File: src/rtl/saph_raster_scan_ctrl.sv
// saph_raster_scan_ctrl: walks an inclusive bounding box in raster order.
// It drives row (Y-step) and pixel (X-step) attribute incrementers and emits
// one fragment per pixel through a valid/ready handshake.
//
// Optional build macro: SAPH_SCAN_WATCHDOG_EN adds an 'err' output and an
// 8-bit timeout on the incrementer ready waits.
//
// state      | meaning
// -----------+-----------------------------------------------------------
// S_IDLE     | waiting for start; box sampled with start
// S_LATCH_PX | pixel incrementer loads from the row incrementer
// S_EMIT     | fragment presented, waiting for frag_ready
// S_PX_WAIT  | pixel incrementer stepping X, waiting for px_ready
// S_ROW_WAIT | row incrementer stepping Y, waiting for row_ready
module saph_raster_scan_ctrl #(
  parameter int numbers = 2,
  parameter int cw      = 16
) (
  input  logic               clk,
  input  logic               rst,
  input  logic               start,
  input  logic [cw-1:0]      x0,
  input  logic [cw-1:0]      y0,
  input  logic [cw-1:0]      x1,
  input  logic [cw-1:0]      y1,
  output logic               busy,
  output logic               done,
  output logic               row_latch,
  output logic [numbers-1:0] row_count,
  input  logic               row_ready,
  output logic               px_latch,
  output logic [numbers-1:0] px_count,
  input  logic               px_ready,
  output logic               frag_valid,
  input  logic               frag_ready,
  output logic [cw-1:0]      frag_x,
  output logic [cw-1:0]      frag_y,
  output logic               frag_last
`ifdef SAPH_SCAN_WATCHDOG_EN
  ,
  output logic               err
`endif
);

  typedef enum logic [2:0] {
    S_IDLE,
    S_LATCH_PX,
    S_EMIT,
    S_PX_WAIT,
    S_ROW_WAIT
  } state_t;

  state_t        state_q, state_d;
  logic [cw-1:0] x0_q, x0_d;
  logic [cw-1:0] x1_q, x1_d;
  logic [cw-1:0] y1_q, y1_d;
  logic [cw-1:0] x_q, x_d;
  logic [cw-1:0] y_q, y_d;
  logic          done_q, done_d;

`ifdef SAPH_SCAN_WATCHDOG_EN
  // Timeout fires on the 255th consecutive wait cycle without ready.
  localparam logic [7:0] WD_LAST = 8'd254;
  logic [7:0] wd_q, wd_d;
  logic       err_q, err_d;
`endif

  // State, box and coordinate registers.
  always_ff @(posedge clk) begin
    if (rst) begin
      state_q <= S_IDLE;
      x0_q    <= '0;
      x1_q    <= '0;
      y1_q    <= '0;
      x_q     <= '0;
      y_q     <= '0;
      done_q  <= 1'b0;
`ifdef SAPH_SCAN_WATCHDOG_EN
      wd_q    <= '0;
      err_q   <= 1'b0;
`endif
    end else begin
      state_q <= state_d;
      x0_q    <= x0_d;
      x1_q    <= x1_d;
      y1_q    <= y1_d;
      x_q     <= x_d;
      y_q     <= y_d;
      done_q  <= done_d;
`ifdef SAPH_SCAN_WATCHDOG_EN
      wd_q    <= wd_d;
      err_q   <= err_d;
`endif
    end
  end

  // Next-state, coordinate stepping and strobe decode.
  always_comb begin
    state_d    = state_q;
    x0_d       = x0_q;
    x1_d       = x1_q;
    y1_d       = y1_q;
    x_d        = x_q;
    y_d        = y_q;
    done_d     = 1'b0;
    row_latch  = 1'b0;
    row_count  = '0;
    px_latch   = 1'b0;
    px_count   = '0;
    frag_valid = 1'b0;
    frag_last  = 1'b0;
`ifdef SAPH_SCAN_WATCHDOG_EN
    wd_d       = '0;
    err_d      = 1'b0;
`endif
    case (state_q)
      S_IDLE: begin
        // A start coinciding with the done pulse is held off so that
        // row_latch and done never overlap.
        if (start && !done_q) begin
          if ((x1 >= x0) && (y1 >= y0)) begin
            row_latch = 1'b1;
            x0_d      = x0;
            x1_d      = x1;
            y1_d      = y1;
            x_d       = x0;
            y_d       = y0;
            state_d   = S_LATCH_PX;
          end else begin
            done_d = 1'b1;
          end
        end
      end
      S_LATCH_PX: begin
        px_latch = 1'b1;
        state_d  = S_EMIT;
      end
      S_EMIT: begin
        frag_valid = 1'b1;
        frag_last  = (x_q == x1_q) && (y_q == y1_q);
        if (frag_ready) begin
          // Compare before stepping so an all-ones bound never wraps.
          if (x_q < x1_q) begin
            px_count = '1;
            x_d      = x_q + 1'b1;
            state_d  = S_PX_WAIT;
          end else if (y_q < y1_q) begin
            row_count = '1;
            x_d       = x0_q;
            y_d       = y_q + 1'b1;
            state_d   = S_ROW_WAIT;
          end else begin
            done_d  = 1'b1;
            state_d = S_IDLE;
          end
        end
      end
      S_PX_WAIT: begin
        if (px_ready) begin
          state_d = S_EMIT;
        end
`ifdef SAPH_SCAN_WATCHDOG_EN
        else if (wd_q == WD_LAST) begin
          err_d   = 1'b1;
          done_d  = 1'b1;
          state_d = S_IDLE;
        end else begin
          wd_d = wd_q + 8'd1;
        end
`endif
      end
      S_ROW_WAIT: begin
        if (row_ready) begin
          state_d = S_LATCH_PX;
        end
`ifdef SAPH_SCAN_WATCHDOG_EN
        else if (wd_q == WD_LAST) begin
          err_d   = 1'b1;
          done_d  = 1'b1;
          state_d = S_IDLE;
        end else begin
          wd_d = wd_q + 8'd1;
        end
`endif
      end
      default: begin
        state_d = S_IDLE;
      end
    endcase
  end

  assign busy   = (state_q != S_IDLE);
  assign done   = done_q;
  assign frag_x = x_q;
  assign frag_y = y_q;
`ifdef SAPH_SCAN_WATCHDOG_EN
  assign err    = err_q;
`endif

endmodule

File: config.mk
export PLATFORM = sky130hd
export DESIGN_NAME = saph_raster_scan_ctrl
export DESIGN_NICKNAME = d
export VERILOG_FILES = /design/src/rtl/saph_raster_scan_ctrl.sv
export SDC_FILE = /design/constraint.sdc
export NUM_CORES = 1
export LEC_CHECK = 0
export BUFFER_PORTS_ARGS = -buffer_cell sky130_fd_sc_hd__buf_2
export CORE_AREA = 2 2 86 120
export CTS_CLUSTER_SIZE = 20
export DETAILED_ROUTE_END_ITERATION = 16
export DIE_AREA = 0 0 88 122
export PLACE_DENSITY = 0.9
export SETUP_SLACK_MARGIN = 0.4
export SLEW_MARGIN = 0
export SYNTH_ARGS = -nofsm -noshare
export SYNTH_HDL_FRONTEND = slang
export SYNTH_SLANG_ARGS = --single-unit
File: constraint.sdc
create_clock -name clk -period 9.2 [get_ports clk]
set_clock_uncertainty 0.05 [all_clocks]
set_input_delay 2.76 -clock clk [delete_from_list [all_inputs] [get_ports clk]]
set_output_delay 2.76 -clock clk [all_outputs]
set_load 0.1 [all_outputs]
**Word level (Yosys, flattened, before mapping)**

Index checks and enable logic that the tools add are counted.

- Register bits after elaboration: 84
- Word-level logic and storage cells: 77
- Bits in writable memories: 0
- Latch bits: 0
- Bits in read-only memories: 0
- Bits of input ports: 70
- Memories: 0
- Output and inout port bits: 42

- Multiply operators: 0
- Shift-type cells: 0
- Bitwise operators: 0
- Equal/unequal tests: 14
- Magnitude comparators: 4
- Div/mod/pow operators: 0
- Reduce and logical (&&, ||, !) cells: 11
- Muxes and demuxes: 39
- Add/subtract/negate cells: 2

Operators with widths:

| kind | number |
|---|---|
| $mux 16 | 10 |
| $pmux 16 s2 | 2 |
| $add 16x1->16 const B | 2 |
| $eq 16x16->1 | 2 |
| $ge 16x16->1 | 2 |
| $lt 16x16->1 | 2 |
| $mux 3 | 7 |
| $pmux 3 s5 | 1 |
| $mux 2 | 7 |
| $ne 2x2->1 const B | 7 |
| $mux 1 | 11 |
| $reduce_and 5->1 | 2 |
| $eq 3x2->1 const B | 2 |
| $reduce_and 6->1 | 1 |
| $eq 3x1->1 const B | 1 |
| $eq 3x3->1 const B | 1 |
| $logic_and 1x1->1 | 3 |
| $logic_not 3->1 | 1 |
| $ne 3x3->1 const B | 1 |
| $reduce_and 3->1 | 1 |
| $reduce_bool 3->1 | 1 |
| $pmux 1 s2 | 1 |
| $reduce_bool 2->1 | 1 |
| $logic_not 1->1 | 1 |

**Longest topological paths before layout**

Gate-level depths: netlist of the first run.

- Depth in word-level cells: 5
- Depth in mapped cells: 11

**Least setup slack after synthesis of the first run**

OpenSTA, ideal clock, no wires.

- Path type: input port to output port
- Start: input port frag_ready
- End: output port row_count[1]
- Buffers on the path: 1
- Setup slack: 872 ps
- Data arrival time: 5,518 ps
- Data required time: 6,390 ps
- Stages: 3
- Cells stage by stage: nand2_1 > nor3_1 > buf_4

- Word-level cells in the longest chain between the ends: 2

Ends and longest elaborated chain:

| item | line | text |
|---|---|---|
| start, declared | 35 | `input logic frag_ready,` |
| $mux 2 | 141 | `if (frag_ready) begin` |
| $mux 2 | 116 | `case (state_q)` |
| end, declared | 29 | `output logic [numbers-1:0] row_count,` |

No other way between the ends.

**Worst setup path after layout of the first run**

- Start: input port y0[15]
- End: output port row_latch

- Word-level cells in the longest chain between the ends: 5

Ends and longest elaborated chain:

| item | line | text |
|---|---|---|
| start, declared | 23 | `input logic [cw-1:0] y0,` |
| $ge 16x16->1 | 121 | `if ((x1 >= x0) && (y1 >= y0)) begin` |
| $logic_and 1x1->1 | 121 |  |
| $mux 1 | 121 |  |
| $mux 1 | 120 | `if (start && !done_q) begin` |
| $mux 1 | 116 |  |
| end, declared | 28 | `output logic row_latch,` |

No other way between the ends.

==> results of run 1 <==
## placed cells by master, fill, tap and decap left out, drive strengths merged, types with 6 or more instances in the layout
cell type,count
o31ai,12
inv,71
o211ai,8
a22oi,9
nor2,29
a21oi,100
dfxtp,84
nor3,17
nand4,11
nor3b,8
nand3,18
clkbuf,9
nand2,148
buf,121
and3,11
o21ai,31
ha,66
o311a,6
o32ai,11
## flip-flops by register name, summed over array words and instances, names as in the netlist
| signal | count |
|---|---|
| frag_x | 16 |
| frag_y | 16 |
| x0_q | 16 |
| x1_q | 16 |
| y1_q | 16 |
| state_q | 3 |
| done | 1 |
## routing by layer
layer,wire (µm),track usage
met5,0,0
met1,6280,0.362
met3,1080,0.0474
met4,710,0.180
met2,8660,0.557
## critical path: stages
cell and delay, ns:
sky130_fd_sc_hd__buf_2 0.09, sky130_fd_sc_hd__inv_1 0.04, sky130_fd_sc_hd__ha_1 0.31, sky130_fd_sc_hd__nand4_1 0.17
sky130_fd_sc_hd__or4_1 0.55, sky130_fd_sc_hd__o32a_1 0.33, sky130_fd_sc_hd__a22oi_4 0.29, sky130_fd_sc_hd__nand3_4 0.10
sky130_fd_sc_hd__inv_2 0.13, sky130_fd_sc_hd__buf_12 0.18
## worst paths after layout
check	to	slack (ns)	cells past startpoint
worst min register to register	y1_q[3]	0.40	2
worst max-delay path	row_latch	1.42	10
worst max register to register	frag_x[1]	5.32	10
worst min-delay path	y1_q[3]	0.40	2
## power by group through the flow
stage / logic, mW / clock network, mW / registers [mW]
floorplan: 0.300 / 0 / 0.518
finish: 0.524 / 0.423 / 0.422
global placement: 0.506 / 0 / 0.428
CTS: 0.520 / 0.423 / 0.421
global route: 0.565 / 0.441 / 0.425
detailed placement: 0.517 / 0 / 0.428
## through the flow
| stage | area (µm²) | std cells | worst slack [ns] | power [mW] |
|---|---|---|---|---|
| after floorplan | 5760 | 761 | 0.872 | 0.818 |
| after global routing | 6720 | 987 | 1.30 | 1.43 |
| after detailed placement | 6380 | 971 | 1.42 | 0.945 |
| after CTS | 6720 | 987 | 1.41 | 1.36 |
| final | 6720 | 987 | 1.42 | 1.37 |
| after global placement | 6380 | 971 | 1.44 | 0.933 |
## layout make-up
class,instances,area (µm²)
clock buffer,9,225
multi-input combinational,560,3620
fill,853,3020
clock inverter,7,115
tap,135,169
timing repair buffer,121,646
sequential,84,1680
inverter,71,267
## cell families (layout without fill, tap and decap cells)
family | Yosys count | count (layout) | synth area share
fa+ha+maj | 66 | 66 | 0.143
buf+inv | 117 | 208 | 0.0796
simple gates | 264 | 264 | 0.209
mux | 4 | 4 | 0.00761
flops | 84 | 84 | 0.292
compound gates | 224 | 224 | 0.265
xor+xnor | 2 | 2 | 0.00304
==> implementation parameters, run 1 <==
Parameter                              Value

Run status
  Result of the run ... completed

Job
  Maxcap violations ... 0

Worst setup path
  Worst Setup End Kind ... output pin
  Startpoint Class ... input pin
  Maximum fanout count along the critical path ... 6
  Critical path required time ... 6.39 ns
  Data arrival time of the critical path ... about 5.0 ns
  Start point of the critical path ... y0[15]
  Path type of the worst setup path ... input pin to output pin
  Origin of the critical flop-to-flop path ... frag_x[7]

Floorplanning
  Top-Level Pins ... roughly 110
  Core footprint ... 9740 µm²
  Die ar. ... 10700 µm²
  Floorplan die height ... 122 µm
  Initial Utilization ... 0.591
  Site row count ... 43
  Horizontal die dimension ... 88 µm

Logic synthesis
  Net count of the mapped netlist ... 897
  Most frequent cells after synthesis ... 148 x sky130_fd_sc_hd__nand2_1, 100 x sky130_fd_sc_hd__a21oi_1, 84 x sky130_fd_sc_hd__dfxtp_1
  FF+latch count, synth ... 84
  Top-area cell type share of the netlist area ... 0.292
  Most common cell in the netlist ... sky130_fd_sc_hd__nand2_1
  Most frequently used flop master after synthesis ... sky130_fd_sc_hd__dfxtp_1
  Avg Synthesized Cell Area ... 7.56 µm²
  Number of enable-type register cells in the synthesized netlist ... 0
  Library cell occupying the most area in the post-synthesis netlist ... sky130_fd_sc_hd__dfxtp_1
  Post-Syn Instances ... 761
  Number of different library cells in the post-synthesis netlist ... 62
  Warning count from the yosys run ... 0
  Share of async-settable or async-resettable flops after synthesis ... 0
  Sequential fraction of the synthesis area ... 0.292
  Cell types with the largest area share after synthesis ... sky130_fd_sc_hd__dfxtp_1 29%, sky130_fd_sc_hd__ha_1 14%, sky130_fd_sc_hd__nand2_1 9.7%
  Post-Syn Area ... 5760 µm²

Power and ir drop
  Power per cell area ... 204 nW/µm²
  Clock share of power ... 0.309
  Sequential group share of total power ... 0.308
  Leakage power ... 2.92 nW
  Part of the power in combinational logic ... 0.383
  Peak supply drop ... 0.125 mV
  Share of total power consumed by net switching ... 0.416
  Sw power ... around 0.57 mW
  Internal power ... 0.800 mW

Detailed routing
  Post-DRT Antenna Nets ... 0
  Total via count in the routed design ... around 6000
  Residual DRC ... 0
  Drt wl/cell ... 16.9 µm
  Via count normalized by instance count ... 6.16
  DRT Wirelength ... 16700 µm
  Number of DRC markers after the initial detailed-route iteration ... around 440
  Number of optimization iterations in the first detailed-route pass ... 7

Global route
  Via count of the first global-routing pass ... about 5800
  Maximum number of pins on one net before global-route repair ... 69
  Antenna violations before repair ... 0
  Total global routing overflow ... 0
  Total global-route track usage ... 0.318
  Global-route wire length before repair ... 26700 µm

STA
  Setup TNS after final layout ... 0 ns
  Hold Violations, Final ... 0
  Minimum clock period after layout ... 7.78 ns
  Max transition margin ... 0.444
  Peak clock frequency supported by timing ... 0.129 GHz
  Slew at the pin closest to its max-slew limit ... 0.826 ns
  Worst hold slack after final layout ... 0.404 ns
  Unrepaired setup endpoints after global routing ... no
  Max Slew Vio Count ... 0
  Portion of the clock cycle consumed by the worst path in the final layout ... 0.845
  Setup violation total in the final timing report ... 0

Clock tree
  Buffer cell driving the clock tree root ... sky130_fd_sc_hd__clkbuf_16
  Worst-case clock buffer depth ... 2
  Number of cells upsized or downsized after cts ... 0
  Number of setup buffers added after CTS ... 0
  CTS Hold Buffers Added ... 0
  Maximum level of the CTS H-tree ... 3
  Clock-pin slew on the worst setup and hold paths ... 0.07 ns
  CTS tree ... built
  Number of clock buffers inserted by TritonCTS ... 9
  Clk sink count ... between 80 and 90
  Clock insertion delay at the later pin of the skew report ... about 0.35 ns

Hold path
  Start point of the worst hold path ... y1_q[3]
  Hold Crit Class ... flop to flop

Cells and area
  Layout cells sized above 1 ... 0.180
  # nets final ... 983
  Antenna diode count ... 0
  Area Growth Syn to Fin ... 16.7%
  Util after Layout ... 0.690

Place
  Routability-driven placement congestion ratio ... a little over 0.9
  Number of buffer cells added on primary ports ... 111
  Placed wire-length estimate after detailed placement ... 11800 µm
No activity file was read; power rests on OpenSTA's default activity.
==> inputs of run 2 (changes only) <==
Settings changed: CORE_AREA 2 2 86 120 to 2 2 93 131, DIE_AREA 0 0 88 122 to 0 0 95 133, PLACE_DENSITY 0.9 to 0.81.
Clock period 9.2 ns to 6.8 ns, I/O delays scaled along.
==> run 2 against run 1 <==
Die area grew 18%. Design area grew 0.54%. Combinational power grew 36%. Hold slack is essentially flat. Largest cell class unchanged. Largest power group unchanged. Highest routed layer unchanged.
==> implementation parameters, run 2 (same netlist as run 1, synthesis figures left out) <==
Parameter                              Value

Worst setup path
  Master of the slowest instance on the critical path ... sky130_fd_sc_hd__or4_1
  Origin of the critical flop-to-flop path ... frag_x[7]
  Max stage delay on crit path ... 0.56 ns
  Maximum fanout count along the critical path ... 3
  Startpoint Class ... input pin
  Critical-path cell list ... buf_2 > inv_1 > ha_1 > nand4_1 > or4_1 > o32a_1 > a22oi_4 > nand3_4 > inv_2 > buf_12
  Start point of the critical path ... y0[15]
  Worst Setup End Kind ... output pin
  Critical path required time ... between 4 and 5 ns
  Data arrival time of the critical path ... between 4 and 5 ns
  Path type of the worst setup path ... input pin to output pin

Place
  Routability-driven placement congestion ratio ... 0.882
  Instance count after placement with tap cells included ... 984
  Placed wire-length estimate after detailed placement ... 12200 µm
  Number of buffer cells added on primary ports ... 111

Detailed routing
  Residual DRC ... 0
  Total via count in the routed design ... 6037
  DRT Wirelength ... 17200 µm
  Via count normalized by instance count ... 6.02
  Number of optimization iterations in the first detailed-route pass ... 6
  Number of DRC markers after the initial detailed-route iteration ... 447
  Drt wl/cell ... approximately 17 µm
  Post-DRT Antenna Nets ... 0

Global route
  Total global routing overflow ... 0
  Global-route wire length before repair ... 27300 µm
  Total global-route track usage ... 0.275
  Maximum number of pins on one net before global-route repair ... 68
  Antenna violations before repair ... 0
  Via count of the first global-routing pass ... around 5700

Cells and area
  Util after Layout ... 0.583
  Storage element area ... 1680 µm²
  # nets final ... slightly below 1000
  Filler instances ... ~1100
  Most frequent cells in the layout ... 147 x sky130_fd_sc_hd__nand2_1, 110 x sky130_fd_sc_hd__buf_2, 100 x sky130_fd_sc_hd__a21oi_1, 84 x sky130_fd_sc_hd__dfxtp_1, 70 x sky130_fd_sc_hd__inv_1
  Layout cells sized above 1 ... 0.185
  Number of standard cells in the final layout excluding fillers ... 1002
  Most common cell after layout, fill and taps aside ... sky130_fd_sc_hd__nand2_1
  Combined area of the multi-input logic cells ... 3630 µm²
  Area Growth Syn to Fin ... 17.4%
  Antenna diode count ... 0

Floorplanning
  Horizontal die dimension ... 95 µm
  Floorplan die height ... 133 µm
  Core footprint ... about 12000 µm²
  Initial Utilization ... 0.497
  Die ar. ... approximately 13000 µm²
  Top-Level Pins ... 112
  Site row count ... 47

STA
  Max Slew Vio Count ... 0
  Setup violation total in the final timing report ... 0
  Unrepaired setup endpoints after global routing ... no
  Hold Violations, Final ... 0
  Minimum clock period after layout ... 6.30 ns
  Max transition margin ... 0.444
  Portion of the clock cycle consumed by the worst path in the final layout ... 0.927
  Peak clock frequency supported by timing ... between 0.15 and 0.2 GHz
  Setup TNS after final layout ... 0 ns
  Slew at the pin closest to its max-slew limit ... 0.828 ns

Hold path
  Hold Crit Class ... flop to flop
  Start point of the worst hold path ... y1_q[13]

Clock tree
  Clock insertion delay at the later pin of the skew report ... 0.34 ns
  Number of clock buffers inserted by TritonCTS ... 9
  Maximum level of the CTS H-tree ... 3
  Worst-case clock buffer depth ... 2
  Clk sink count ... 84
  Buffer cell driving the clock tree root ... sky130_fd_sc_hd__clkbuf_16
  Number of setup buffers added after CTS ... 0
  Clock-pin slew on the worst setup and hold paths ... 0.06 ns
  CTS tree ... built
  CTS Hold Buffers Added ... 0
  Number of cells upsized or downsized after cts ... 0

Power and ir drop
  Peak supply drop ... 0.202 mV
  Leakage power ... just under 3 nW
  Power per cell area ... 270 nW/µm²

Run status
  Result of the run ... completed

Job
  Maxcap violations ... 0
run 2: critical path: cells and delay by family:
family	cells	cell delay [ns]
buffers and inverters	4	0.44
adder cells (fa/ha/maj)	1	0.30
AO/OA/AOI/OAI	2	0.58
AND/OR/NAND/NOR	3	0.86
run 2: metrics by stage:
stage | instance area (µm²) | setup WS, ns | hold WS [ns] | total power [mW]
6_report | 6760 | 0.496 | 0.404 | 1.82
5_1_grt | 6760 | 0.425 | 0.424 | 1.91
4_1_cts | 6740 | 0.433 | 0.406 | 1.82
3_5_place_dp | 6410 | 0.452 | 0.397 | 1.28
2_1_floorplan | 5770 | 0.530 | 0.382 | 1.11
3_3_place_gp | 6410 | 0.482 | 0.391 | 1.27
run 2: worst paths after layout:
check               to  slack [ns]  cells after the start
max          row_latch        0.50                     10
min           y1_q[13]        0.40                      2
max reg2reg  frag_x[1]        3.15                     10
min reg2reg   y1_q[13]        0.40                      2
run 2: layer usage:
| metal | wire [µm] | vias to the layer above | share of wire | track usage |
|---|---|---|---|---|
| li1 | - | 2899 | - | - |
| met1 | 6620 | 2833 | 0.39 | 0.316 |
| met2 | 8820 | 256 | 0.51 | 0.489 |
| met3 | 1030 | 49 | 0.060 | 0.0382 |
| met4 | 694 | 0 | 0.040 | 0.132 |
| met5 | 0 | - | 0 | 0 |
run 2: layout make-up:
cell class                 instances  share of cell area
clock buffer                       9              0.0333
clock inverter                     7              0.0148
inverter                          71              0.0395
multi-input combinational        560               0.537
sequential                        84               0.249
tap                              147              0.0272
timing repair buffer             124              0.0989
run 2: where the power goes:
part / leakage [nW] / switching [mW] / internal, mW
clock: 0.148 / 0.216 / 0.324
combinational: 2.10 / 0.516 / 0.199
sequential: 0.681 / 0.0428 / 0.528
total: 2.93 / 0.774 / 1.05
==> inputs of run 3 (changes only) <==
Settings changed: ABC_AREA set to 1, CORE_AREA 2 2 93 131 to 2 2 96 135, DIE_AREA 0 0 95 133 to 0 0 98 137.
==> run 3 against run 2 <==
Global-route usage fell by 2.4 points. Via count rose by 2.4%. Wire length fell by 3.9%. Total power fell by 11%. Fmax rose by 10%. Critical path type unchanged. Critical endpoint unchanged. Largest power group is now registers.
==> implementation parameters, run 3 <==
Parameter                              Value

Run status
  Result of the run ... completed

Logic synthesis
  Compound-gate portion of the synthesized area ... 0.134
  Simple-Gate Fraction of Synth Area ... 0.311
  Main combinational cell family by area after synthesis ... simple AND/OR/NAND/NOR gates
  Number of different library cells in the post-synthesis netlist ... 36
  Avg Synthesized Cell Area ... between 6 and 7 µm²
  Sequential fraction of the synthesis area ... 0.275
  Warning count from the yosys run ... 0
  Most common cell in the netlist ... sky130_fd_sc_hd__nor2_1
  Post-Syn Instances ... roughly 960
  Post-Syn Area ... 6110 µm²
  FF+latch count, synth ... 84
  Net count of the mapped netlist ... 1091
  Top-area cell type share of the netlist area ... 0.275
  Cell types with the largest area share after synthesis ... sky130_fd_sc_hd__dfxtp_1 28%, sky130_fd_sc_hd__ha_1 14%, sky130_fd_sc_hd__nor2_1 12%
  Most frequently used flop master after synthesis ... sky130_fd_sc_hd__dfxtp_1
  Post-synthesis share of cell area spent on xor and xnor gates ... 0.0229
  Fraction of the mapped netlist area in adder cells ... 0.135
  Library cell occupying the most area in the post-synthesis netlist ... sky130_fd_sc_hd__dfxtp_1
  Share of async-settable or async-resettable flops after synthesis ... 0
  Number of enable-type register cells in the synthesized netlist ... 0
  Most frequent cells after synthesis ... 194 x sky130_fd_sc_hd__nor2_1, 185 x sky130_fd_sc_hd__nand2_1, 141 x sky130_fd_sc_hd__inv_1
  Share of synthesized area spent on multiplexers ... 0

Global route
  Maximum number of pins on one net before global-route repair ... 72
  Total global-route track usage ... 0.251
  Via count of the first global-routing pass ... approximately 6000
  Total global routing overflow ... 0
  Global-route wire length before repair ... around 27000 µm
  Antenna violations before repair ... 0

STA
  Unrepaired setup endpoints after global routing ... no
  Max Slew Vio Count ... 0
  Max transition margin ... 0.179
  Slew at the pin closest to its max-slew limit ... approximately 1.2 ns
  Setup violation total in the final timing report ... 0
  Portion of the clock cycle consumed by the worst path in the final layout ... 0.842
  Setup TNS after final layout ... 0 ns
  Worst hold slack after final layout ... 0.450 ns
  Hold Violations, Final ... 0
  Peak clock frequency supported by timing ... 0.175 GHz
  Minimum clock period after layout ... 5.73 ns

Floorplanning
  Floorplan die height ... ~140 µm
  Initial Utilization ... 0.501
  Top-Level Pins ... 112
  Die ar. ... approximately 13000 µm²
  Core footprint ... roughly 12000 µm²
  Horizontal die dimension ... 98 µm
  Site row count ... 48

Clock tree
  Maximum level of the CTS H-tree ... 3
  Clock insertion delay at the later pin of the skew report ... approximately 0.35 ns
  Buffer cell driving the clock tree root ... sky130_fd_sc_hd__clkbuf_16
  Clk sink count ... 84
  Number of clock buffers inserted by TritonCTS ... 9
  Clock-pin slew on the worst setup and hold paths ... 0.06 ns
  Number of cells upsized or downsized after cts ... 0
  CTS Hold Buffers Added ... 0
  Number of setup buffers added after CTS ... 0
  CTS tree ... built
  Worst-case clock buffer depth ... 2

Worst setup path
  Startpoint Class ... input pin
  CP delay by family, top ... simple AND/OR/NAND/NOR gates
  Worst Setup End Kind ... output pin
  Origin of the critical flop-to-flop path ... state_q[0]
  Critical register-to-register path endpoint ... y1_q[3]
  Count of buffer and inverter cells on the critical path ... 3
  Critical path required time ... 4.71 ns
  Data arrival time of the critical path ... 3.64 ns
  Start point of the critical path ... x0[13]
  Path type of the worst setup path ... input pin to output pin
  Minimum setup slack among reg-to-reg paths ... 3.66 ns
  Maximum fanout count along the critical path ... 3
  R2R depth ... 9
  Cell mode on critical path ... sky130_fd_sc_hd__nand2_1
  Max stage delay on crit path ... 0.36 ns
  Critical-path cell list ... buf_2 > inv_1 > ha_1 > nand2_1 > nor4_1 > nand2_1 > nand2_1 > nand3_2 > nor2_4 > buf_12
  Master of the slowest instance on the critical path ... sky130_fd_sc_hd__nor4_1

Cells and area
  Antenna diode count ... 0
  Most common cell after layout, fill and taps aside ... sky130_fd_sc_hd__nor2_1
  Filler instances ... 1237
  Util after Layout ... 0.576
  Most frequent cells in the layout ... 194 x sky130_fd_sc_hd__nor2_1, 185 x sky130_fd_sc_hd__nand2_1, 141 x sky130_fd_sc_hd__inv_1, 110 x sky130_fd_sc_hd__buf_2, 84 x sky130_fd_sc_hd__dfxtp_1
  # nets final ... 1182
  Area Growth Syn to Fin ... 14.9%
  Layout cells sized above 1 ... 0.146
  Post-route cell area ... 7020 µm²

Detailed routing
  Total via count in the routed design ... 6183
  Drt wl/cell ... 13.7 µm
  Post-DRT Antenna Nets ... 0
  Number of DRC markers after the initial detailed-route iteration ... 273
  DRT Wirelength ... 16500 µm
  Residual DRC ... 0
  Number of optimization iterations in the first detailed-route pass ... 5
  Via count normalized by instance count ... 5.15

Power and ir drop
  Power per cell area ... 232 nW/µm²
  Leakage power ... 3.58 nW
  Peak supply drop ... between 0.1 and 0.15 mV

Place
  Routability-driven placement congestion ratio ... 0.871
  Post-DP Area ... 6700 µm²
  Number of buffer cells added on primary ports ... 111
  Placed wire-length estimate after detailed placement ... approximately 12000 µm

Hold path
  Hold Crit Class ... flop to flop
  Hold Path Sink ... x1_q[11]
  Cell depth of the worst hold path ... 2
  Start point of the worst hold path ... x1_q[11]

Job
  Maxcap violations ... 0
run 3: kinds of logic after synthesis:
logic type / after synthesis
flops: 84
simple gates: 456
xor+xnor: 16
buf+inv: 181
fa+ha+maj: 66
compound gates: 152
run 3: routing by layer:
layer,vias up,global-route usage,wire (µm)
met2,163,0.479,8730
met5,-,0,0
li1,3187,-,-
met1,2790,0.269,6450
met4,0,0.122,575
met3,43,0.0347,733
run 3: per-stage QoR:
step / total power [mW] / setup WS [ns] / instances
finish: 1.63 / 1.07 / 1201
global route: 1.72 / 0.949 / 1201
CTS: 1.63 / 1.10 / 1201
detailed placement: 1.10 / 1.11 / 1185
global placement: 1.09 / 1.13 / 1185
floorplan: 0.981 / 0.714 / 955
run 3: worst max-delay path by stage:
stage                             end  slack [ns]  cells after the start
final                       row_latch        1.07                     10
after global routing        row_latch        0.95                     14
after CTS                   row_latch        1.10                     14
after detailed placement    row_latch        1.11                     14
after global placement      row_latch        1.13                     14
after floorplan           px_count[1]        0.71                      8
run 3: worst reg2reg max path: stages (launching register included):
cell	delay (ns)
sky130_fd_sc_hd__dfxtp_1	0.33
sky130_fd_sc_hd__nor2_2	0.16
sky130_fd_sc_hd__inv_2	0.08
sky130_fd_sc_hd__nor2_1	0.32
sky130_fd_sc_hd__nand3_2	0.19
sky130_fd_sc_hd__nor2_4	0.19
sky130_fd_sc_hd__buf_4	0.55
sky130_fd_sc_hd__inv_1	0.70
sky130_fd_sc_hd__nor2_1	0.38
sky130_fd_sc_hd__nor2_1	0.08
run 3: layout make-up:
| type | count | area (µm²) | share of cell area |
|---|---|---|---|
| tap | 150 | 188 | 0.0267 |
| clock inverter | 4 | 72.6 | 0.0103 |
| sequential | 84 | 1680 | 0.240 |
| multi-input combinational | 690 | 3690 | 0.526 |
| clock buffer | 12 | 246 | 0.0351 |
| inverter | 148 | 556 | 0.0791 |
| timing repair buffer | 113 | 586 | 0.0834 |
run 3: power by group:
group	switching [mW]	internal, mW
logic	0.378	0.146
registers	0.0413	0.530
clock network	0.202	0.331
total	0.621	1.01
